[src/rtl/basket_manager_pkg.sv]
// Shared defaults and state encodings for the basket manager and its price summer.
package basket_manager_pkg;

  localparam int unsigned DefMaxItems = 12;
  localparam int unsigned DefIdW      = 4;
  localparam int unsigned DefQtyW     = 4;
  localparam int unsigned DefMaxQty   = 9;
  localparam int unsigned DefPriceW   = 8;
  localparam int unsigned DefTotalW   = 16;

  // Command sequencer states; the summing pass runs inside the summer while in StSum.
  typedef enum logic [2:0] {
    StIdle,
    StSearch,
    StUpdate,
    StShift,
    StSum
  } bm_state_e;

  // Summer states: one address cycle then one accumulate cycle per entry.
  typedef enum logic [1:0] {
    SumIdle,
    SumAddr,
    SumAcc
  } sum_state_e;

  typedef enum logic {
    OpAdd,
    OpRemove
  } bm_op_e;

endpackage

[src/rtl/basket_price_summer.sv]
// Walks basket entries 0..count-1, fetching each price and accumulating qty*price.
module basket_price_summer
  import basket_manager_pkg::*;
#(
  parameter int unsigned ID_W    = DefIdW,
  parameter int unsigned QTY_W   = DefQtyW,
  parameter int unsigned PRICE_W = DefPriceW,
  parameter int unsigned TOTAL_W = DefTotalW
) (
  input  logic               clk_i,
  input  logic               rst_ni,
  input  logic               start_i,
  input  logic [ID_W-1:0]    count_i,
  output logic [ID_W-1:0]    ent_idx_o,
  input  logic [ID_W-1:0]    ent_id_i,
  input  logic [QTY_W-1:0]   ent_qty_i,
  output logic [ID_W-1:0]    price_addr_o,
  input  logic [PRICE_W-1:0] price_data_i,
  output logic               done_o,
  output logic [TOTAL_W-1:0] sum_o
);

  sum_state_e                 state_q, state_d;
  logic [ID_W-1:0]            idx_q, idx_d;
  logic [TOTAL_W-1:0]         acc_q, acc_d;
  logic [QTY_W+PRICE_W-1:0]   prod;

  assign ent_idx_o = idx_q;
  assign prod      = (QTY_W + PRICE_W)'(ent_qty_i) * (QTY_W + PRICE_W)'(price_data_i);

  // Sequencer state, entry index and accumulator.
  always_ff @(posedge clk_i or negedge rst_ni) begin
    if (!rst_ni) begin
      state_q <= SumIdle;
      idx_q   <= '0;
      acc_q   <= '0;
    end else begin
      state_q <= state_d;
      idx_q   <= idx_d;
      acc_q   <= acc_d;
    end
  end

  // Next-state, ROM address and completion; the ROM answers in the cycle after the address.
  always_comb begin
    state_d      = state_q;
    idx_d        = idx_q;
    acc_d        = acc_q;
    done_o       = 1'b0;
    sum_o        = acc_q;
    price_addr_o = '0;
    unique case (state_q)
      SumIdle: begin
        if (start_i) begin
          state_d = SumAddr;
          idx_d   = '0;
          acc_d   = '0;
        end
      end
      SumAddr: begin
        if (count_i == '0) begin
          // Empty basket: finish with zero and never touch the ROM.
          done_o  = 1'b1;
          sum_o   = '0;
          state_d = SumIdle;
        end else begin
          price_addr_o = ent_id_i;
          state_d      = SumAcc;
        end
      end
      SumAcc: begin
        sum_o = acc_q + TOTAL_W'(prod);
        acc_d = sum_o;
        if (idx_q == count_i - 1'b1) begin
          done_o  = 1'b1;
          state_d = SumIdle;
        end else begin
          idx_d   = idx_q + 1'b1;
          state_d = SumAddr;
        end
      end
      default: state_d = SumIdle;
    endcase
  end

endmodule

[src/rtl/basket_manager.sv]
// Basket contents store: add/remove/clear commands, list compaction and total recomputation.
module basket_manager
  import basket_manager_pkg::*;
#(
  parameter int unsigned MAX_ITEMS = DefMaxItems,
  parameter int unsigned ID_W      = DefIdW,
  parameter int unsigned QTY_W     = DefQtyW,
  parameter int unsigned MAX_QTY   = DefMaxQty,
  parameter int unsigned PRICE_W   = DefPriceW,
  parameter int unsigned TOTAL_W   = DefTotalW
) (
  input  logic               CLOCK,
  input  logic               RESET_N,
  input  logic               Enable,
  input  logic               AddReq,
  input  logic               RemoveReq,
  input  logic               ClearReq,
  input  logic [ID_W-1:0]    SelProductID,
  input  logic [ID_W-1:0]    SelBasketIdx,
  input  logic [ID_W-1:0]    RdIdx,
  input  logic [PRICE_W-1:0] PriceData,
  output logic [ID_W-1:0]    PriceAddr,
  output logic [ID_W-1:0]    RdProductID,
  output logic [QTY_W-1:0]   RdQty,
  output logic [ID_W-1:0]    BasketProductNum,
  output logic               BasketEmpty,
  output logic [TOTAL_W-1:0] Total,
  output logic               Busy,
  output logic               Ack,
  output logic               Nack
);

  localparam logic [ID_W-1:0]  MaxItemsL = ID_W'(MAX_ITEMS);
  localparam logic [QTY_W-1:0] MaxQtyL   = QTY_W'(MAX_QTY);

  bm_state_e          state_q, state_d;
  bm_op_e             op_q, op_d;
  logic [ID_W-1:0]    id_q  [MAX_ITEMS];
  logic [ID_W-1:0]    id_d  [MAX_ITEMS];
  logic [QTY_W-1:0]   qty_q [MAX_ITEMS];
  logic [QTY_W-1:0]   qty_d [MAX_ITEMS];
  logic [ID_W-1:0]    count_q, count_d;
  logic [ID_W-1:0]    ptr_q, ptr_d;
  logic [ID_W-1:0]    sel_id_q, sel_id_d;
  logic [TOTAL_W-1:0] total_q, total_d;
  logic               ack_q, ack_d, nack_q, nack_d;
  logic [ID_W-1:0]    rd_id_q, rd_id_d;
  logic [QTY_W-1:0]   rd_qty_q, rd_qty_d;

  logic               sum_start, sum_done;
  logic [TOTAL_W-1:0] sum_val;
  logic [ID_W-1:0]    sum_idx;
  logic [ID_W-1:0]    count_m1, ptr_nx;

  assign count_m1         = count_q - 1'b1;
  assign ptr_nx           = ptr_q + 1'b1;
  assign BasketEmpty      = (count_q == '0);
  assign BasketProductNum = BasketEmpty ? '0 : count_m1;
  assign Total            = total_q;
  assign Busy             = (state_q != StIdle);
  assign Ack              = ack_q;
  assign Nack             = nack_q;
  assign RdProductID      = rd_id_q;
  assign RdQty            = rd_qty_q;

  basket_price_summer #(
    .ID_W    (ID_W),
    .QTY_W   (QTY_W),
    .PRICE_W (PRICE_W),
    .TOTAL_W (TOTAL_W)
  ) u_summer (
    .clk_i        (CLOCK),
    .rst_ni       (RESET_N),
    .start_i      (sum_start),
    .count_i      (count_q),
    .ent_idx_o    (sum_idx),
    .ent_id_i     (id_q[sum_idx]),
    .ent_qty_i    (qty_q[sum_idx]),
    .price_addr_o (PriceAddr),
    .price_data_i (PriceData),
    .done_o       (sum_done),
    .sum_o        (sum_val)
  );

  // All architectural state; reset clears everything, including an operation in flight.
  always_ff @(posedge CLOCK or negedge RESET_N) begin
    if (!RESET_N) begin
      state_q  <= StIdle;
      op_q     <= OpAdd;
      count_q  <= '0;
      ptr_q    <= '0;
      sel_id_q <= '0;
      total_q  <= '0;
      ack_q    <= 1'b0;
      nack_q   <= 1'b0;
      rd_id_q  <= '0;
      rd_qty_q <= '0;
      for (int i = 0; i < int'(MAX_ITEMS); i++) begin
        id_q[i]  <= '0;
        qty_q[i] <= '0;
      end
    end else begin
      state_q  <= state_d;
      op_q     <= op_d;
      count_q  <= count_d;
      ptr_q    <= ptr_d;
      sel_id_q <= sel_id_d;
      total_q  <= total_d;
      ack_q    <= ack_d;
      nack_q   <= nack_d;
      rd_id_q  <= rd_id_d;
      rd_qty_q <= rd_qty_d;
      for (int i = 0; i < int'(MAX_ITEMS); i++) begin
        id_q[i]  <= id_d[i];
        qty_q[i] <= qty_d[i];
      end
    end
  end

  // Display read port, independent of the command sequencer.
  always_comb begin
    rd_id_d  = '0;
    rd_qty_d = '0;
    if (RdIdx < count_q) begin
      rd_id_d  = id_q[RdIdx];
      rd_qty_d = qty_q[RdIdx];
    end
  end

  // Command sequencer: search, in-place update, compaction, then a summing pass.
  always_comb begin
    state_d   = state_q;
    op_d      = op_q;
    count_d   = count_q;
    ptr_d     = ptr_q;
    sel_id_d  = sel_id_q;
    total_d   = total_q;
    id_d      = id_q;
    qty_d     = qty_q;
    ack_d     = 1'b0;
    nack_d    = 1'b0;
    sum_start = 1'b0;
    unique case (state_q)
      StIdle: begin
        if (Enable) begin
          if (ClearReq) begin
            for (int i = 0; i < int'(MAX_ITEMS); i++) begin
              id_d[i]  = '0;
              qty_d[i] = '0;
            end
            count_d = '0;
            total_d = '0;
            ack_d   = 1'b1;
          end else if (RemoveReq) begin
            if (SelBasketIdx >= count_q) begin
              nack_d = 1'b1;
            end else begin
              ptr_d   = SelBasketIdx;
              op_d    = OpRemove;
              state_d = StUpdate;
            end
          end else if (AddReq) begin
            sel_id_d = SelProductID;
            ptr_d    = '0;
            op_d     = OpAdd;
            state_d  = StSearch;
          end
        end
      end
      StSearch: begin
        if ((count_q != '0) && (id_q[ptr_q] == sel_id_q)) begin
          if (qty_q[ptr_q] == MaxQtyL) begin
            nack_d  = 1'b1;
            state_d = StIdle;
          end else begin
            state_d = StUpdate;
          end
        end else if ((count_q == '0) || (ptr_q == count_m1)) begin
          if (count_q == MaxItemsL) begin
            nack_d  = 1'b1;
            state_d = StIdle;
          end else begin
            id_d[count_q]  = sel_id_q;
            qty_d[count_q] = QTY_W'(1);
            count_d        = count_q + 1'b1;
            sum_start      = 1'b1;
            state_d        = StSum;
          end
        end else begin
          ptr_d = ptr_nx;
        end
      end
      StUpdate: begin
        if (op_q == OpAdd) begin
          qty_d[ptr_q] = qty_q[ptr_q] + 1'b1;
          sum_start    = 1'b1;
          state_d      = StSum;
        end else begin
          qty_d[ptr_q] = qty_q[ptr_q] - 1'b1;
          if (qty_q[ptr_q] == QTY_W'(1)) begin
            state_d = StShift;
          end else begin
            sum_start = 1'b1;
            state_d   = StSum;
          end
        end
      end
      StShift: begin
        if (ptr_nx < count_q) begin
          id_d[ptr_q]  = id_q[ptr_nx];
          qty_d[ptr_q] = qty_q[ptr_nx];
          ptr_d        = ptr_nx;
        end else begin
          id_d[count_m1]  = '0;
          qty_d[count_m1] = '0;
          count_d         = count_m1;
          sum_start       = 1'b1;
          state_d         = StSum;
        end
      end
      StSum: begin
        if (sum_done) begin
          total_d = sum_val;
          ack_d   = 1'b1;
          state_d = StIdle;
        end
      end
      default: state_d = StIdle;
    endcase
  end

endmodule

[config.mk]
export PLATFORM = sky130hd
export DESIGN_NAME = basket_manager
export DESIGN_NICKNAME = d
export VERILOG_FILES = /design/src/rtl/basket_manager_pkg.sv /design/src/rtl/basket_price_summer.sv /design/src/rtl/basket_manager.sv
export SDC_FILE = /design/constraint.sdc
export NUM_CORES = 1
export LEC_CHECK = 0
export ABC_CLOCK_PERIOD_IN_PS = 5920
export BUFFER_PORTS_ARGS = -buffer_cell sky130_fd_sc_hd__buf_4
export CELL_PAD_IN_SITES_DETAIL_PLACEMENT = 1
export CELL_PAD_IN_SITES_GLOBAL_PLACEMENT = 2
export CORE_AREA = 2 2 199 201
export CTS_CLUSTER_DIAMETER = 200
export DETAILED_ROUTE_END_ITERATION = 16
export DIE_AREA = 0 0 201 203
export PLACE_DENSITY_LB_ADDON = 0.1
export SLEW_MARGIN = 30
export SYNTH_ARGS = -nofsm -noshare
export SYNTH_HDL_FRONTEND = slang
export SYNTH_HIERARCHICAL = 1
export SYNTH_SLANG_ARGS = --single-unit
export TNS_END_PERCENT = 50
[constraint.sdc]
create_clock -name CLOCK -period 5.92 [get_ports CLOCK]
set_clock_uncertainty 0.15 [all_clocks]
set_input_delay 0.296 -clock CLOCK [delete_from_list [all_inputs] [get_ports CLOCK]]
set_output_delay 0.296 -clock CLOCK [all_outputs]
set_load 0.05 [all_outputs]
* Yosys cells after proc, flatten, opt, wreduce, memory -nomap -nowiden
Index checks and enable logic that the tools add are counted.
Word-level totals: bits in registers 160, bits of input ports 26, output and inout port bits 36, logic and storage cells 248
Operators by class: $add $sub $neg 7, multipliers 1, order comparisons 12, equal/unequal tests 28, mux-type cells 124, bitwise gates (word level) 14, reductions and logical operators 25
Operators with widths (number):
- 48-bit 2-to-1 mux | 11
- 48-bit bitwise mux | 5
- 48-bit case mux with 4 select lines | 1
- 4-bit 2-to-1 mux | 40
- 48-bit case mux with 3 select lines | 1
- 4-bit binary-select mux with 4-bit select | 8
- 48-bit AND | 2
- 16-bit case mux with 2 select lines | 3
- 16-bit 2-to-1 mux | 5
- 4-bit demux with 4-bit select | 3
- 48-bit inverter | 1
- 36-bit AND | 1
- 3-bit 2-to-1 mux | 12
- 36-bit inverter | 1
- 5-bit >= comparator, second input constant | 6
- 4-bit inverter with 5-bit output | 6
- 2-bit != test, second input constant | 13
- 4-bit case mux with 3 select lines | 2
- 1-bit 2-to-1 mux | 23
- 16-bit by 12-bit adder with 16-bit output | 1
- 4-bit by 1-bit adder with 4-bit output, second input constant | 4
- 5-bit by 1-bit less-than comparator with 1-bit output, second input constant | 3
- 3-bit case mux with 5 select lines | 1
- 7-bit AND reduction | 2
- 34 further kinds | 56

* Logic depth before layout (Yosys ltp)
Gate-level depths: netlist of run 1.
depth in word-level cells 11, gate-level depth with buffers 21, depth with buffers taken out 18

* Hierarchy
Netlist of run 1, hierarchy kept.
Modules (own cells, without submodules):
- basket_manager | times used 1, cells an instance 1150, area an instance 11158.2 µm², seq. area each 3453.3 µm²
- basket_price_summer | times used 1, cells an instance 355, area an instance 2975.4 µm², seq. area each 550.5 µm²

* Worst setup path before layout of run 1
Ideal clock, no wire load.
path kind register to register, start point register u_summer.idx_q[1], in the netlist u_summer/ent_idx_o[1], end point register total_q[14], in the netlist Total[14], library setup time 121 ps, data arrival time 5553 ps, data required time 5649 ps, slack 96 ps, stages on the path, launching flop included 21, path buffers 3, period minus slack after synthesis 5824 ps, cell sequence dfrtp_1 > clkbuf_1 > clkbuf_1 > clkbuf_1 > mux4_2 > mux2i_1 > o22ai_1 > and2_1 > fa_1 > fa_1 > inv_1 > fa_1 > inv_1 > ha_1 > a21o_1 > a21oi_1 > a21oi_1 > o2111ai_2 > mux2i_1 > or3_1 > a22o_1
Between the ends: longest elaborated chain between the ends 9
Ends and longest elaborated chain:
- from (decl) | RTL line basket_price_summer.sv:24 | logic [ID_W-1:0] idx_q, idx_d;
- from (signal assigned) | RTL line basket_price_summer.sv:39 | idx_q <= idx_d;
- 4-bit inverter with 5-bit output (not written as such) | RTL line basket_manager.sv:78 | .ent_qty_i (qty_q[sum_idx]),
- 4-bit binary-select mux with 4-bit select | RTL line basket_manager.sv:78
- 4-bit 2-to-1 mux (not written as such) (2 in a row) | RTL line basket_manager.sv:78
- 4-bit by 8-bit multiplier with 12-bit output | RTL line basket_price_summer.sv:29 | assign prod = (QTY_W + PRICE_W)'(ent_qty_i) * (QTY_W + PRICE_W)'(price_data_i);
- 16-bit by 12-bit adder with 16-bit output | RTL line basket_price_summer.sv:72 | sum_o = acc_q + TOTAL_W'(prod);
- 16-bit case mux with 2 select lines | RTL line basket_price_summer.sv:52 | unique case (state_q)
- net sum_val[14] | RTL line basket_manager.sv:51 | logic [TOTAL_W-1:0] sum_val;
- 16-bit 2-to-1 mux | RTL line basket_manager.sv:222 | if (sum_done) begin
- 16-bit case mux with 2 select lines | RTL line basket_manager.sv:143 | unique case (state_q)
- to (signal assigned) | RTL line basket_manager.sv:108 | total_q <= total_d;
- to (decl) | RTL line basket_manager.sv:45 | logic [TOTAL_W-1:0] total_q, total_d;
The timed path passes the listed nets, and every way through them passes these cells. The select of a mux whose other input is x is not followed. A chain may end at the register's enable or synchronous reset.

* Worst setup path in the final report of run 1
start point register u_summer.idx_q[0], in the netlist u_summer/ent_idx_o[0], end point register total_q[11], in the netlist Total[11]
The elaborated chain is that of the path after synthesis.

==> report_table.html, run 1 <==
<table>
<tr><th>Metric</th><th>Value</th></tr>
<tr><th colspan="2">Clocking</th></tr>
<tr><td>Worst-path clk slew</td><td>~0.070 ns</td></tr>
<tr><td>Clock latency on the worst-skew pair</td><td>between 0.4 and 0.5 ns</td></tr>
<tr><td>Max Buffers Root-to-Sink</td><td>2</td></tr>
<tr><td>CTS tree</td><td>built</td></tr>
<tr><td>Clock tree root driver cell</td><td>clkbuf_16</td></tr>
<tr><td>Number of H-tree levels</td><td>4</td></tr>
<tr><td># Post-CTS Setup Buffers</td><td>0</td></tr>
<tr><td>Post_cts resized</td><td>0</td></tr>
<tr><td>Number of buffers created by CTS</td><td>17</td></tr>
<tr><td>Hold bufs inserted after CTS</td><td>6</td></tr>
<tr><td>Total clock sinks</td><td>160</td></tr>
<tr><th colspan="2">Global route</th></tr>
<tr><td>Total overflow reported by the global router</td><td>0</td></tr>
<tr><td>Global-route usage over all layers</td><td>0.304</td></tr>
<tr><td>Vias in the first global route</td><td>13600</td></tr>
<tr><td>Largest net degree at the start of global routing</td><td>64</td></tr>
<tr><td>Antenna violations before repair</td><td>1</td></tr>
<tr><td>First-pass GRT wire length</td><td>between 90000 and 100000 microns</td></tr>
<tr><th colspan="2">Layout</th></tr>
<tr><td>Filler-free cell count of the finished design</td><td>2074</td></tr>
<tr><td>Number of antenna repair diodes</td><td>0</td></tr>
<tr><td>Most frequent cells in the layout</td><td>158 x dfrtp_1, 148 x nand2_1, 129 x buf_4, 94 x mux4_2, 92 x inv_1</td></tr>
<tr><td>Commonest non-fill, non-tap cell in the layout</td><td>dfrtp_1</td></tr>
<tr><td>Register area</td><td>4010 sq um</td></tr>
<tr><td>End-of-flow core utilization</td><td>0.416</td></tr>
<tr><td>Area delta synth-&gt;final</td><td>13.2%</td></tr>
<tr><td>Fill count</td><td>4435</td></tr>
<tr><td>Area of the multi-input gates</td><td>9310 sq um</td></tr>
<tr><td>Share of cells above drive strength 1</td><td>0.188</td></tr>
<tr><td>Nets</td><td>1642</td></tr>
<tr><th colspan="2">Synth</th></tr>
<tr><td>Number of warnings reported in the yosys synthesis log</td><td>6</td></tr>
<tr><td>Syn nets</td><td>1604</td></tr>
<tr><td>Asr flop ratio synth</td><td>1.00</td></tr>
<tr><td>Cell count after synthesis</td><td>1505</td></tr>
<tr><td>XOR/XNOR share of the synthesized area</td><td>0.0202</td></tr>
<tr><td>Mean cell area of the mapped netlist</td><td>between 9 and 10 sq um</td></tr>
<tr><td>Area share of and/or/nand/nor cells after synthesis</td><td>0.143</td></tr>
<tr><td>Number of unique standard cell types used by synthesis</td><td>77</td></tr>
<tr><td>Primary flip-flop cell chosen by synthesis mapping</td><td>dfrtp_1</td></tr>
<tr><td>Multiplexer area fraction after synthesis</td><td>0.187</td></tr>
<tr><td>Arithmetic-cell share of the synthesized area counting full adders, half adders and majority gates</td><td>0.0758</td></tr>
<tr><td>Sequential-to-total area share from yosys stat</td><td>0.283</td></tr>
<tr><td>Post-synthesis register bit count</td><td>160</td></tr>
<tr><td>Area fraction in compound gates after synthesis</td><td>0.230</td></tr>
<tr><td>Synthesized area</td><td>14100 sq um</td></tr>
<tr><td>EDFF count, synth</td><td>0</td></tr>
<tr><td>Largest family of logic cells by synthesized area</td><td>compound AO/OA/AOI/OAI gates</td></tr>
<tr><th colspan="2">STA</th></tr>
<tr><td>Crit path time final</td><td>5.57 ns</td></tr>
<tr><td>Top achievable clock speed</td><td>0.180 GHz</td></tr>
<tr><td>Final hold viol count</td><td>0</td></tr>
<tr><td>Total Negative Setup Slacks</td><td>0 ns</td></tr>
<tr><td>Slew headroom</td><td>0.415</td></tr>
<tr><td>RSZ-0062 raised after global routing</td><td>no</td></tr>
<tr><td>Slew of the pin with the lowest slew margin</td><td>0.877 ns</td></tr>
<tr><td>Number of failing setup endpoints in the final timing report</td><td>0</td></tr>
<tr><td>Final cycle utilization of the critical path</td><td>0.941</td></tr>
<tr><td>Count of pins over their slew limit</td><td>0</td></tr>
<tr><td>PnR worst setup slack</td><td>0.352 ns</td></tr>
<tr><th colspan="2">Route</th></tr>
<tr><td>Residual antenna-violating net count after detailed routing</td><td>0</td></tr>
<tr><td>Drt pass-1 iters</td><td>5</td></tr>
<tr><td>Average via count per standard cell</td><td>6.35</td></tr>
<tr><td>Final wirelength</td><td>61000 microns</td></tr>
<tr><td>Routed wire length per instance</td><td>29.4 microns</td></tr>
<tr><td>Initial DRC count</td><td>1046</td></tr>
<tr><td>Overall via count from detail_route</td><td>13200</td></tr>
<tr><td>DRC Markers</td><td>0</td></tr>
<tr><th colspan="2">Pwr</th></tr>
<tr><td>Power density cells</td><td>~320 nW/um^2</td></tr>
<tr><td>Lkg Pwr</td><td>6.60 nW</td></tr>
<tr><td>Logic gate share of total power</td><td>0.483</td></tr>
<tr><td>Switching component of the power</td><td>2.35 mW</td></tr>
<tr><td>Fraction of power consumed by sequential logic</td><td>0.275</td></tr>
<tr><td>Switching Fraction</td><td>0.464</td></tr>
<tr><td>Cell internal power dissipation</td><td>2.71 mW</td></tr>
<tr><td>Share of power burned in the clock network</td><td>0.241</td></tr>
<tr><td>IR Drop Worst-Case VDD</td><td>about 220 uV</td></tr>
<tr><th colspan="2">Die</th></tr>
<tr><td>Total core area</td><td>38500 sq um</td></tr>
<tr><td>Floorplan die area</td><td>40800 sq um</td></tr>
<tr><td>Effective utilization at floorplan</td><td>0.367</td></tr>
<tr><td>Die outline width</td><td>201 microns</td></tr>
<tr><td>Die height</td><td>203 microns</td></tr>
<tr><td>Total number of placement rows</td><td>slightly above 70</td></tr>
<tr><td>Count of boundary I/O pins</td><td>between 60 and 70</td></tr>
<tr><th colspan="2">Setup path</th></tr>
<tr><td>Depth of the most critical reg-to-reg path</td><td>16</td></tr>
<tr><td>Endpoint class of the critical path</td><td>flip-flop</td></tr>
<tr><td>Reg-to-reg critical path startpoint</td><td>u_summer/ent_idx_o[0]</td></tr>
<tr><td>Largest driver fanout on the critical path</td><td>13</td></tr>
<tr><td>Critical path type</td><td>reg2reg</td></tr>
<tr><td>Register-to-register setup slack</td><td>around 0.35 ns</td></tr>
<tr><td>Worst Path Required</td><td>6.13 ns</td></tr>
<tr><td>Startpoint class of the critical path</td><td>flip-flop</td></tr>
<tr><td>Crit path DAT</td><td>5.78 ns</td></tr>
<tr><td>Critical R2R Capture</td><td>Total[11]</td></tr>
<tr><th colspan="2">Placed design</th></tr>
<tr><td>Pre-CTS setup slack</td><td>0.338 ns</td></tr>
<tr><td>Buffers added on ports</td><td>61</td></tr>
<tr><td>Post-Place Cells</td><td>2036</td></tr>
<tr><td>Routability congestion estimate</td><td>approximately 0.90</td></tr>
<tr><td>HPWL after detailed placement</td><td>~45000 microns</td></tr>
<tr><th colspan="2">Min path</th></tr>
<tr><td>Depth of the worst hold-timing path</td><td>3</td></tr>
<tr><td>HP Start</td><td>SelBasketIdx[0]</td></tr>
<tr><td>Worst hold endpoint</td><td>ptr_q[0]</td></tr>
<tr><td>Hold Crit Class</td><td>in2reg</td></tr>
<tr><th colspan="2">Run</th></tr>
<tr><td>Max-cap violations</td><td>0</td></tr>
<tr><th colspan="2">Status</th></tr>
<tr><td>Status</td><td>completed</td></tr>
</table>
state kept, by name, indices dropped and copies added, names as in the netlist:
signal              cells
id_q                   48
u_summer/state_q        2
u_summer/ent_idx_o      4
u_summer/acc_q         16
RdQty                   4
count_q                 4
state_q                 3
Ack                     1
RdProductID             4
Nack                    1
ptr_q                   4
sel_id_q                4
Total                  16
qty_q                  48
op_q                    1
synthesized netlist by cell type (13+ instances only):
master | instances | area [sq um]
dfrtp_1 | 160 | 4000
nand2_1 | 148 | 556
mux4_2 | 94 | 2120
inv_1 | 92 | 345
nor2_1 | 91 | 342
a21oi_1 | 87 | 435
clkbuf_1 | 76 | 285
a22o_1 | 72 | 631
o21ai_0 | 69 | 345
and2_1 | 62 | 388
ha_1 | 52 | 651
o22ai_1 | 52 | 325
mux2i_1 | 44 | 440
nand3_1 | 29 | 145
fa_1 | 21 | 420
a21o_1 | 20 | 150
xnor2_1 | 20 | 175
buf_1 | 19 | 71.3
buf_2 | 18 | 90.1
o2bb2ai_1 | 18 | 158
o31ai_1 | 15 | 113
a31oi_1 | 13 | 81.3
and3_1 | 13 | 81.3
nor2b_1 | 13 | 81.3
nor3_1 | 13 | 65.1
o211ai_1 | 13 | 97.6
layer usage:
layer / share of wire / vias up / GRT usage
met2: 0.48 / 505 / 0.505
li1: - / 5705 / -
met4: 0.042 / 2 / 0.126
met3: 0.059 / 112 / 0.0594
met1: 0.42 / 6839 / 0.389
met5: 0.00021 / - / 0
area by class of cell:
type,instances,area share
Clock buffer,23,0.0305
Clock inverter,9,0.00797
Inverter,94,0.0220
Multi-Input combinational cell,1132,0.582
Sequential cell,160,0.250
Tap cell,518,0.0405
Timing Repair Buffer,138,0.0669
power by group through the flow:
stage,Clock (mW),Sequential (mW),Combinational (mW)
2_1_floorplan,0,1.29,1.59
3_3_place_gp,0,1.40,2.39
3_5_place_dp,0,1.40,2.41
4_1_cts,1.25,1.39,2.42
5_1_grt,1.28,1.41,2.60
6_report,1.22,1.39,2.45
through the flow:
stage | hold slack (ns) | cell area [sq um] | total power, mW
2_1_floorplan | -0.150 | 14100 | 2.88
3_5_place_dp | 0.0747 | 15300 | 3.81
5_1_grt | 0.0282 | 16000 | 5.29
3_3_place_gp | 0.0748 | 15300 | 3.80
4_1_cts | 0.0102 | 16000 | 5.05
6_report | 0.0308 | 16000 | 5.06
cells by family (layout without fill, tap and decap cells):
group / Yosys count / count (layout)
AND/OR/NAND/NOR: 419 / 419
adder cells (fa/ha/maj): 73 / 73
buffers and inverters: 213 / 264
XOR/XNOR: 31 / 31
AO/OA/AOI/OAI: 463 / 463
multiplexers: 146 / 146
flip-flops: 160 / 160
critical path, cell delays in order, from the launching register on:
cell	delay, ns
dfrtp_2	0.57
mux4_2	0.42
mux2i_1	0.08
o22ai_1	0.49
nand2_1	0.16
fa_1	0.62
fa_1	0.44
fa_1	0.49
inv_1	0.04
ha_1	0.32
nor2b_1	0.17
o2111ai_1	0.24
nand3b_1	0.19
a2111oi_0	0.54
nor2_1	0.10
a22o_1	0.21
a22o_1	0.20
how the worst max path moves through the flow:
stage | startpoint | endpoint | slack [ns] | cells past startpoint
5_1_grt | u_summer/ent_idx_o[0] | Total[11] | 0.02 | 16
6_report | u_summer/ent_idx_o[0] | Total[11] | 0.35 | 16
4_1_cts | u_summer/ent_idx_o[0] | Total[11] | 0.33 | 16
2_1_floorplan | u_summer/ent_idx_o[1] | Total[14] | 0.1 | 20
3_3_place_gp | u_summer/ent_idx_o[0] | Total[11] | 0.40 | 16
3_5_place_dp | u_summer/ent_idx_o[0] | Total[14] | 0.34 | 16
No activity file was read; power rests on OpenSTA's default activity.
==> inputs of run 2 (changes only) <==
- ABC_AREA: not set -> 1
- CORE_AREA: 2 2 199 201 -> 2 2 224 226
- DIE_AREA: 0 0 201 203 -> 0 0 226 228
- GPL_TIMING_DRIVEN: not set -> 0
==> run 2 against run 1 <==
Effect of this change:
- count of clock-buffer cells in the layout fell by 5
- first-iteration DRC count rose by 61%
- sequential share of layout area fell by 2.3 points
- die area rose by 26%
- combinational power rose to 2.9 times the previous value
- highest routed layer unchanged
==> report_table.html, run 2 <==
<table>
<tr><th>Metric</th><th>Value</th></tr>
<tr><th colspan="2">STA</th></tr>
<tr><td>Final cycle utilization of the critical path</td><td>0.971</td></tr>
<tr><td>Number of failing setup endpoints in the final timing report</td><td>0</td></tr>
<tr><td>Crit path time final</td><td>5.75 ns</td></tr>
<tr><td>Slew of the pin with the lowest slew margin</td><td>between 1 and 1.5 ns</td></tr>
<tr><td>PnR worst setup slack</td><td>0.174 ns</td></tr>
<tr><td>RSZ-0062 raised after global routing</td><td>no</td></tr>
<tr><td>Count of pins over their slew limit</td><td>0</td></tr>
<tr><td>Slew headroom</td><td>0.246</td></tr>
<tr><td>Top achievable clock speed</td><td>between 0.15 and 0.2 GHz</td></tr>
<tr><td>Final hold viol count</td><td>0</td></tr>
<tr><th colspan="2">Route</th></tr>
<tr><td>Final wirelength</td><td>88600 microns</td></tr>
<tr><td>Drt pass-1 iters</td><td>5</td></tr>
<tr><td>Routed wire length per instance</td><td>27.1 microns</td></tr>
<tr><td>DRC Markers</td><td>0</td></tr>
<tr><td>Average via count per standard cell</td><td>5.64</td></tr>
<tr><td>Initial DRC count</td><td>1679</td></tr>
<tr><td>Residual antenna-violating net count after detailed routing</td><td>0</td></tr>
<tr><td>Overall via count from detail_route</td><td>18500</td></tr>
<tr><th colspan="2">Layout</th></tr>
<tr><td>Commonest non-fill, non-tap cell in the layout</td><td>nand2_1</td></tr>
<tr><td>Area of the multi-input gates</td><td>9560 sq um</td></tr>
<tr><td>Nets</td><td>2687</td></tr>
<tr><td>Largest registers</td><td>id_q x48, qty_q x48</td></tr>
<tr><td>End-of-flow core utilization</td><td>0.356</td></tr>
<tr><td>Most frequent cells in the layout</td><td>673 x nand2_1, 319 x inv_1, 300 x o21ai_0, 228 x a21oi_1, 203 x nand3_1</td></tr>
<tr><td>Area delta synth-&gt;final</td><td>13.0%</td></tr>
<tr><td>Register area</td><td>4010 sq um</td></tr>
<tr><td>Final instance area</td><td>17600 sq um</td></tr>
<tr><td>Fill count</td><td>6516</td></tr>
<tr><td>Share of cells above drive strength 1</td><td>0.0823</td></tr>
<tr><th colspan="2">Global route</th></tr>
<tr><td>Antenna violations before repair</td><td>4</td></tr>
<tr><td>First-pass GRT wire length</td><td>~130000 microns</td></tr>
<tr><td>Global-route usage over all layers</td><td>0.349</td></tr>
<tr><td>Vias in the first global route</td><td>18800</td></tr>
<tr><td>Largest net degree at the start of global routing</td><td>75</td></tr>
<tr><td>Total overflow reported by the global router</td><td>0</td></tr>
<tr><th colspan="2">Run</th></tr>
<tr><td>Max-cap violations</td><td>0</td></tr>
<tr><th colspan="2">Clocking</th></tr>
<tr><td>Total clock sinks</td><td>160</td></tr>
<tr><td>Number of H-tree levels</td><td>4</td></tr>
<tr><td># Post-CTS Setup Buffers</td><td>0</td></tr>
<tr><td>Worst-path clk slew</td><td>0.08 ns</td></tr>
<tr><td>CTS tree</td><td>built</td></tr>
<tr><td>Number of buffers created by CTS</td><td>17</td></tr>
<tr><td>Clock tree root driver cell</td><td>clkbuf_16</td></tr>
<tr><td>Max Buffers Root-to-Sink</td><td>2</td></tr>
<tr><td>Clock latency on the worst-skew pair</td><td>0.50 ns</td></tr>
<tr><th colspan="2">Synth</th></tr>
<tr><td>Most repeated cell in the gate-level netlist after synthesis</td><td>nand2_1</td></tr>
<tr><td>XOR/XNOR share of the synthesized area</td><td>0.00675</td></tr>
<tr><td>Synth top area cells</td><td>dfrtp_1 26%, nand2_1 16%, o21ai_0 9.7%</td></tr>
<tr><td>Post-synthesis register bit count</td><td>160</td></tr>
<tr><td>Asr flop ratio synth</td><td>1.00</td></tr>
<tr><td>Cell count after synthesis</td><td>2504</td></tr>
<tr><td>Arithmetic-cell share of the synthesized area counting full adders, half adders and majority gates</td><td>0.0688</td></tr>
<tr><td>Cell type with the highest aggregate area in the netlist</td><td>dfrtp_1</td></tr>
<tr><td>Primary flip-flop cell chosen by synthesis mapping</td><td>dfrtp_1</td></tr>
<tr><td>EDFF count, synth</td><td>0</td></tr>
<tr><td>Number of unique standard cell types used by synthesis</td><td>56</td></tr>
<tr><td>Largest family of logic cells by synthesized area</td><td>simple AND/OR/NAND/NOR gates</td></tr>
<tr><td>Number of warnings reported in the yosys synthesis log</td><td>6</td></tr>
<tr><td>Area fraction in compound gates after synthesis</td><td>0.236</td></tr>
<tr><td>Multiplexer area fraction after synthesis</td><td>0</td></tr>
<tr><td>Area share of and/or/nand/nor cells after synthesis</td><td>0.301</td></tr>
<tr><td>Sequential-to-total area share from yosys stat</td><td>0.257</td></tr>
<tr><td>Synthesized area</td><td>15600 sq um</td></tr>
<tr><td>Syn nets</td><td>roughly 2600</td></tr>
<tr><td>Area share of the largest cell type after synthesis</td><td>0.257</td></tr>
<tr><td>Mean cell area of the mapped netlist</td><td>6.22 sq um</td></tr>
<tr><td>Leading cell types by count after synthesis</td><td>674 x nand2_1, 319 x inv_1, 301 x o21ai_0</td></tr>
<tr><th colspan="2">Die</th></tr>
<tr><td>Count of boundary I/O pins</td><td>62</td></tr>
<tr><td>Total number of placement rows</td><td>82</td></tr>
<tr><td>Effective utilization at floorplan</td><td>0.316</td></tr>
<tr><td>Die height</td><td>around 230 microns</td></tr>
<tr><td>Floorplan die area</td><td>51500 sq um</td></tr>
<tr><td>Die outline width</td><td>226 microns</td></tr>
<tr><td>Total core area</td><td>49300 sq um</td></tr>
<tr><th colspan="2">Placed design</th></tr>
<tr><td>Buffers added on ports</td><td>59</td></tr>
<tr><td>Pre-CTS setup slack</td><td>-0.623 ns</td></tr>
<tr><td>Routability congestion estimate</td><td>0.967</td></tr>
<tr><td>HPWL after detailed placement</td><td>between 70000 and 80000 microns</td></tr>
<tr><td>Placed Area</td><td>16900 sq um</td></tr>
<tr><th colspan="2">Setup path</th></tr>
<tr><td>Largest driver fanout on the critical path</td><td>10</td></tr>
<tr><td>Critical path type</td><td>reg2reg</td></tr>
<tr><td>Endpoint class of the critical path</td><td>flip-flop</td></tr>
<tr><td>Startpoint class of the critical path</td><td>flip-flop</td></tr>
<tr><td>Crit path DAT</td><td>6.03 ns</td></tr>
<tr><td>Worst Path Required</td><td>6.21 ns</td></tr>
<tr><th colspan="2">Pwr</th></tr>
<tr><td>Power density cells</td><td>568 nW/um^2</td></tr>
<tr><td>IR Drop Worst-Case VDD</td><td>363 uV</td></tr>
<tr><td>Lkg Pwr</td><td>8.57 nW</td></tr>
<tr><th colspan="2">Status</th></tr>
<tr><td>Status</td><td>completed</td></tr>
<tr><th colspan="2">Min path</th></tr>
<tr><td>Hold Crit Class</td><td>in2async</td></tr>
</table>
-- run 2: cell families (layout without fill, tap and decap cells) --
kind of cell | count (synthesis) | in the layout
buffers and inverters | 473 | 570
xor gates and xnor gates | 12 | 12
DFF | 160 | 160
adders and majority gates | 73 | 73
other | 0 | 2
AOI/OAI and AO/OA | 679 | 679
and+or+nand+nor | 1107 | 1107
-- run 2: area by class of cell --
class | count | share of cell area
repair buffers | 69 | 0.0333
diodes | 2 | 0.000285
flip-flops and latches | 160 | 0.228
well taps | 672 | 0.0478
clock inverters | 14 | 0.00697
multi-input cells | 1871 | 0.543
plain buffers | 132 | 0.0432
inverters | 337 | 0.0725
clock buffers | 18 | 0.0250
-- run 2: metrics by stage --
stage / TNS [ns] / std cells / hold slack, ns / power (mW)
2_1_floorplan: 0 / 2504 / -0.150 / 5.97
3_3_place_gp: -5.53 / 3235 / 0.318 / 8.60
3_5_place_dp: -6.65 / 3237 / -0.0187 / 8.70
4_1_cts: 0 / 3273 / 0.0141 / 9.91
5_1_grt: 0 / 3273 / 0.0409 / 10.7
6_report: 0 / 3275 / 0.0415 / 10.0
-- run 2: power by group --
group	internal (mW)	total (mW)	leakage (nW)	switching (mW)
clock	0.561	1.16	0.264	0.599
sequential	1.29	1.62	2.18	0.324
combinational	1.95	7.22	6.12	5.27
total	3.80	10.0	8.57	6.19
-- run 2: metal layers --
metal | wire length, microns | track usage | up-vias
li1 | - | - | 8456
met4 | 3850 | 0.152 | 2
met1 | 37400 | 0.448 | 9143
met3 | 6290 | 0.0693 | 175
met2 | 41100 | 0.565 | 710
met5 | 13 | 0 | -
-- run 2: worst max-delay path, cell delays in order (launching register included) --
cell and delay [ns]:
dfrtp_1 0.45, buf_2 0.36, inv_1 0.17, clkbuf_2 0.32, a21oi_1 0.23, o21ai_0 0.11, nand3_1 0.09, a32o_2 0.40
nand2_1 0.10, inv_1 0.09, fa_1 0.43, fa_1 0.50, inv_1 0.05, fa_1 0.48, inv_1 0.05, ha_1 0.34
nand2_1 0.15, inv_1 0.05, nand2_1 0.06, nand3_1 0.15, a21oi_1 0.16, o21ai_0 0.15, o21ai_0 0.37, nand3_1 0.13
nand2_1 0.11
-- run 2: repair_timing --
action | 4_1_cts | 5_1_grt
gates resized for setup | 14 | 7
hold buffers | 8 | 0
hold endpoints to repair | 92 | 0
endpoints found under the setup margin | 24 | 10
-- run 2: path summary, 6_finish.rpt --
| path | cells after the start | slack [ns] | start | end |
|---|---|---|---|---|
| max | 24 | 0.17 | u_summer/ent_idx_o[1] | Total[7] |
| min | 2 | 0.04 | RESET_N | RdProductID[3] |
| max reg2reg | 24 | 0.17 | u_summer/ent_idx_o[1] | Total[7] |
| min reg2reg | 2 | 0.34 | u_summer/acc_q[5] | u_summer/acc_q[5] |
| max in group asynchronous | 4 | 4.47 | RESET_N | Total[0] |
| min in group CLOCK | 5 | 0.04 | SelBasketIdx[1] | ptr_q[1] |
==> inputs of run 3 (changes only) <==
- SETUP_SLACK_MARGIN: not set -> 0.5
- SKIP_LAST_GASP: not set -> 1
==> run 3 against run 2 <==
Effect of this change:
- critical path depth increased by 2
- global-route usage about the same
- utilization is 0.37 points higher
- final area grew 1.0%
- hold slack worse by 0.0096 ns
- flip-flop and latch count is the same
- maximum frequency rose by 8.7%
- critical path type unchanged
- highest routed layer unchanged
==> report_table.html, run 3 (same netlist as run 2, synthesis figures left out) <==
<table>
<tr><th>Metric</th><th>Value</th></tr>
<tr><th colspan="2">Die</th></tr>
<tr><td>Floorplan die area</td><td>51500 sq um</td></tr>
<tr><td>Total number of placement rows</td><td>82</td></tr>
<tr><td>Total core area</td><td>49300 sq um</td></tr>
<tr><td>Effective utilization at floorplan</td><td>0.316</td></tr>
<tr><td>Die outline width</td><td>226 microns</td></tr>
<tr><td>Die height</td><td>228 microns</td></tr>
<tr><td>Count of boundary I/O pins</td><td>62</td></tr>
<tr><th colspan="2">Route</th></tr>
<tr><td>Initial DRC count</td><td>1583</td></tr>
<tr><td>Met1 routed wirelength after detailed routing</td><td>36900 microns</td></tr>
<tr><td>Average via count per standard cell</td><td>5.65</td></tr>
<tr><td>Drt pass-1 iters</td><td>6</td></tr>
<tr><td>Routed wire length per instance</td><td>roughly 27 microns</td></tr>
<tr><td>WL met3</td><td>6830 microns</td></tr>
<tr><td>Wire length on met2</td><td>41200 microns</td></tr>
<tr><td>Residual antenna-violating net count after detailed routing</td><td>0</td></tr>
<tr><td>DRC Markers</td><td>0</td></tr>
<tr><td>Overall via count from detail_route</td><td>18500</td></tr>
<tr><td>Final wirelength</td><td>88700 microns</td></tr>
<tr><td>Uppermost metal layer occupied by signal nets</td><td>met5</td></tr>
<tr><th colspan="2">STA</th></tr>
<tr><td>Slew headroom</td><td>0.249</td></tr>
<tr><td>Top achievable clock speed</td><td>0.189 GHz</td></tr>
<tr><td>Count of pins over their slew limit</td><td>0</td></tr>
<tr><td>Tightest hold margin</td><td>0.0319 ns</td></tr>
<tr><td>RSZ-0062 raised after global routing</td><td>yes</td></tr>
<tr><td>Final hold viol count</td><td>0</td></tr>
<tr><td>Number of failing setup endpoints in the final timing report</td><td>0</td></tr>
<tr><td>Crit path time final</td><td>5.28 ns</td></tr>
<tr><td>Final cycle utilization of the critical path</td><td>0.893</td></tr>
<tr><td>Slew of the pin with the lowest slew margin</td><td>approximately 1.1 ns</td></tr>
<tr><th colspan="2">Placed design</th></tr>
<tr><td>Post-Place Cells</td><td>3237</td></tr>
<tr><td>Routability congestion estimate</td><td>0.967</td></tr>
<tr><td>HPWL after detailed placement</td><td>72200 microns</td></tr>
<tr><td>Buffers added on ports</td><td>59</td></tr>
<tr><th colspan="2">Clocking</th></tr>
<tr><td>Max Buffers Root-to-Sink</td><td>2</td></tr>
<tr><td>CTS tree</td><td>built</td></tr>
<tr><td>Total clock sinks</td><td>160</td></tr>
<tr><td>Worst-path clk slew</td><td>0.09 ns</td></tr>
<tr><td>Clock latency on the worst-skew pair</td><td>0.51 ns</td></tr>
<tr><td>Clock tree root driver cell</td><td>clkbuf_16</td></tr>
<tr><td>Number of buffers created by CTS</td><td>17</td></tr>
<tr><td>Number of H-tree levels</td><td>4</td></tr>
<tr><th colspan="2">Layout</th></tr>
<tr><td>Area delta synth-&gt;final</td><td>14.1%</td></tr>
<tr><td>Commonest non-fill, non-tap cell in the layout</td><td>nand2_1</td></tr>
<tr><td>Nets</td><td>2692</td></tr>
<tr><td>Filler-free cell count of the finished design</td><td>3280</td></tr>
<tr><td>Share of cells above drive strength 1</td><td>0.0917</td></tr>
<tr><td>Most frequent cells in the layout</td><td>670 x nand2_1, 316 x inv_1, 298 x o21ai_0, 227 x a21oi_1, 202 x nand3_1</td></tr>
<tr><td>Largest registers</td><td>id_q x48, qty_q x48</td></tr>
<tr><th colspan="2">Pwr</th></tr>
<tr><td>Post-route total power</td><td>10.2 mW</td></tr>
<tr><td>IR Drop Worst-Case VDD</td><td>between 300 and 400 uV</td></tr>
<tr><td>Power density cells</td><td>573 nW/um^2</td></tr>
<tr><td>Lkg Pwr</td><td>approximately 8.6 nW</td></tr>
<tr><th colspan="2">Setup path</th></tr>
<tr><td>Worst Path Required</td><td>6.17 ns</td></tr>
<tr><td>Worst path most repeated cell</td><td>nand2_1</td></tr>
<tr><td>Endpoint class of the critical path</td><td>flip-flop</td></tr>
<tr><td>Total stage count of the critical path</td><td>26</td></tr>
<tr><td>Number of buffers and inverters on the critical path</td><td>8</td></tr>
<tr><td>Slowest-stage cell, CP</td><td>fa_1</td></tr>
<tr><td>Category of cells accounting for the largest share of critical-path delay</td><td>adder cells</td></tr>
<tr><td>Depth of the most critical reg-to-reg path</td><td>26</td></tr>
<tr><td>Highest cell delay on the worst timing path</td><td>around 0.5 ns</td></tr>
<tr><td>Crit path DAT</td><td>5.53 ns</td></tr>
<tr><td>Largest driver fanout on the critical path</td><td>10</td></tr>
<tr><td>Startpoint class of the critical path</td><td>flip-flop</td></tr>
<tr><td>Critical path type</td><td>reg2reg</td></tr>
<tr><th colspan="2">Global route</th></tr>
<tr><td>Largest net degree at the start of global routing</td><td>75</td></tr>
<tr><td>Antenna violations before repair</td><td>4</td></tr>
<tr><td>Vias in the first global route</td><td>18800</td></tr>
<tr><td>Total overflow reported by the global router</td><td>0</td></tr>
<tr><td>First-pass GRT wire length</td><td>130000 microns</td></tr>
<tr><td>Global-route usage over all layers</td><td>0.349</td></tr>
<tr><th colspan="2">Run</th></tr>
<tr><td>Max-cap violations</td><td>0</td></tr>
<tr><th colspan="2">Min path</th></tr>
<tr><td>Hold Crit Class</td><td>in2async</td></tr>
<tr><th colspan="2">Status</th></tr>
<tr><td>Status</td><td>completed</td></tr>
</table>
run 3: layout make-up:
type	instances	area [sq um]
antenna	2	5.00
tap	672	841
clock inverter	14	123
fill	6512	31600
multi-input combinational	1871	9620
inverter	337	1280
sequential	160	4010
timing repair buffer	70	593
clock buffer	18	439
buffer	136	862
run 3: what timing repair did:
item	CTS	global route
resized for setup	46	30
cloned	0	0
hold buffers	8	0
buffers inserted	1	0
pin swaps	1	4
setup endpoints to repair	26	19
endpoints found under the hold margin	92	0
run 3: path summary, 6_finish.rpt:
kind | startpoint | to | slack, ns
min in group CLOCK | SelBasketIdx[1] | ptr_q[1] | 0.03
worst max register to register | u_summer/ent_idx_o[1] | Total[9] | 0.64
worst max-delay path | u_summer/ent_idx_o[1] | Total[9] | 0.64
worst min register to register | u_summer/acc_q[5] | u_summer/acc_q[5] | 0.34
max in group asynchronous | RESET_N | Total[0] | 4.48
worst min-delay path | RESET_N | RdProductID[3] | 0.03
run 3: worst register-to-register path: cells and delay by family, from the launching register on:
kind | cells | cell delay [ns]
compound gates | 4 | 0.57
fa+ha+maj | 4 | 1.79
buf+inv | 8 | 1.06
flops | 1 | 0.43
simple gates | 10 | 1.19
run 3: power by group:
group          switching [mW]  leakage (nW)  internal [mW]  total (mW)
Sequential              0.327          2.18           1.30        1.62
Combinational            5.32          6.18           2.08        7.40
Clock                   0.603         0.264          0.560        1.16
run 3: through the flow:
step | TNS, ns | instance area (sq um) | util | setup WS [ns]
2_1_floorplan | 0 | 15600 | - | 1.21
3_3_place_gp | -5.53 | 16900 | 0.342 | -0.540
3_5_place_dp | -6.65 | 16900 | 0.343 | -0.623
4_1_cts | 0 | 17700 | 0.358 | 0.501
5_1_grt | 0 | 17800 | 0.360 | 0.384
6_report | 0 | 17800 | 0.360 | 0.636
run 3: routing by layer:
metal | vias to the layer above | track usage
met2 | 767 | 0.569
met4 | 2 | 0.144
met5 | - | 0
met3 | 178 | 0.0689
met1 | 9136 | 0.448
li1 | 8455 | -
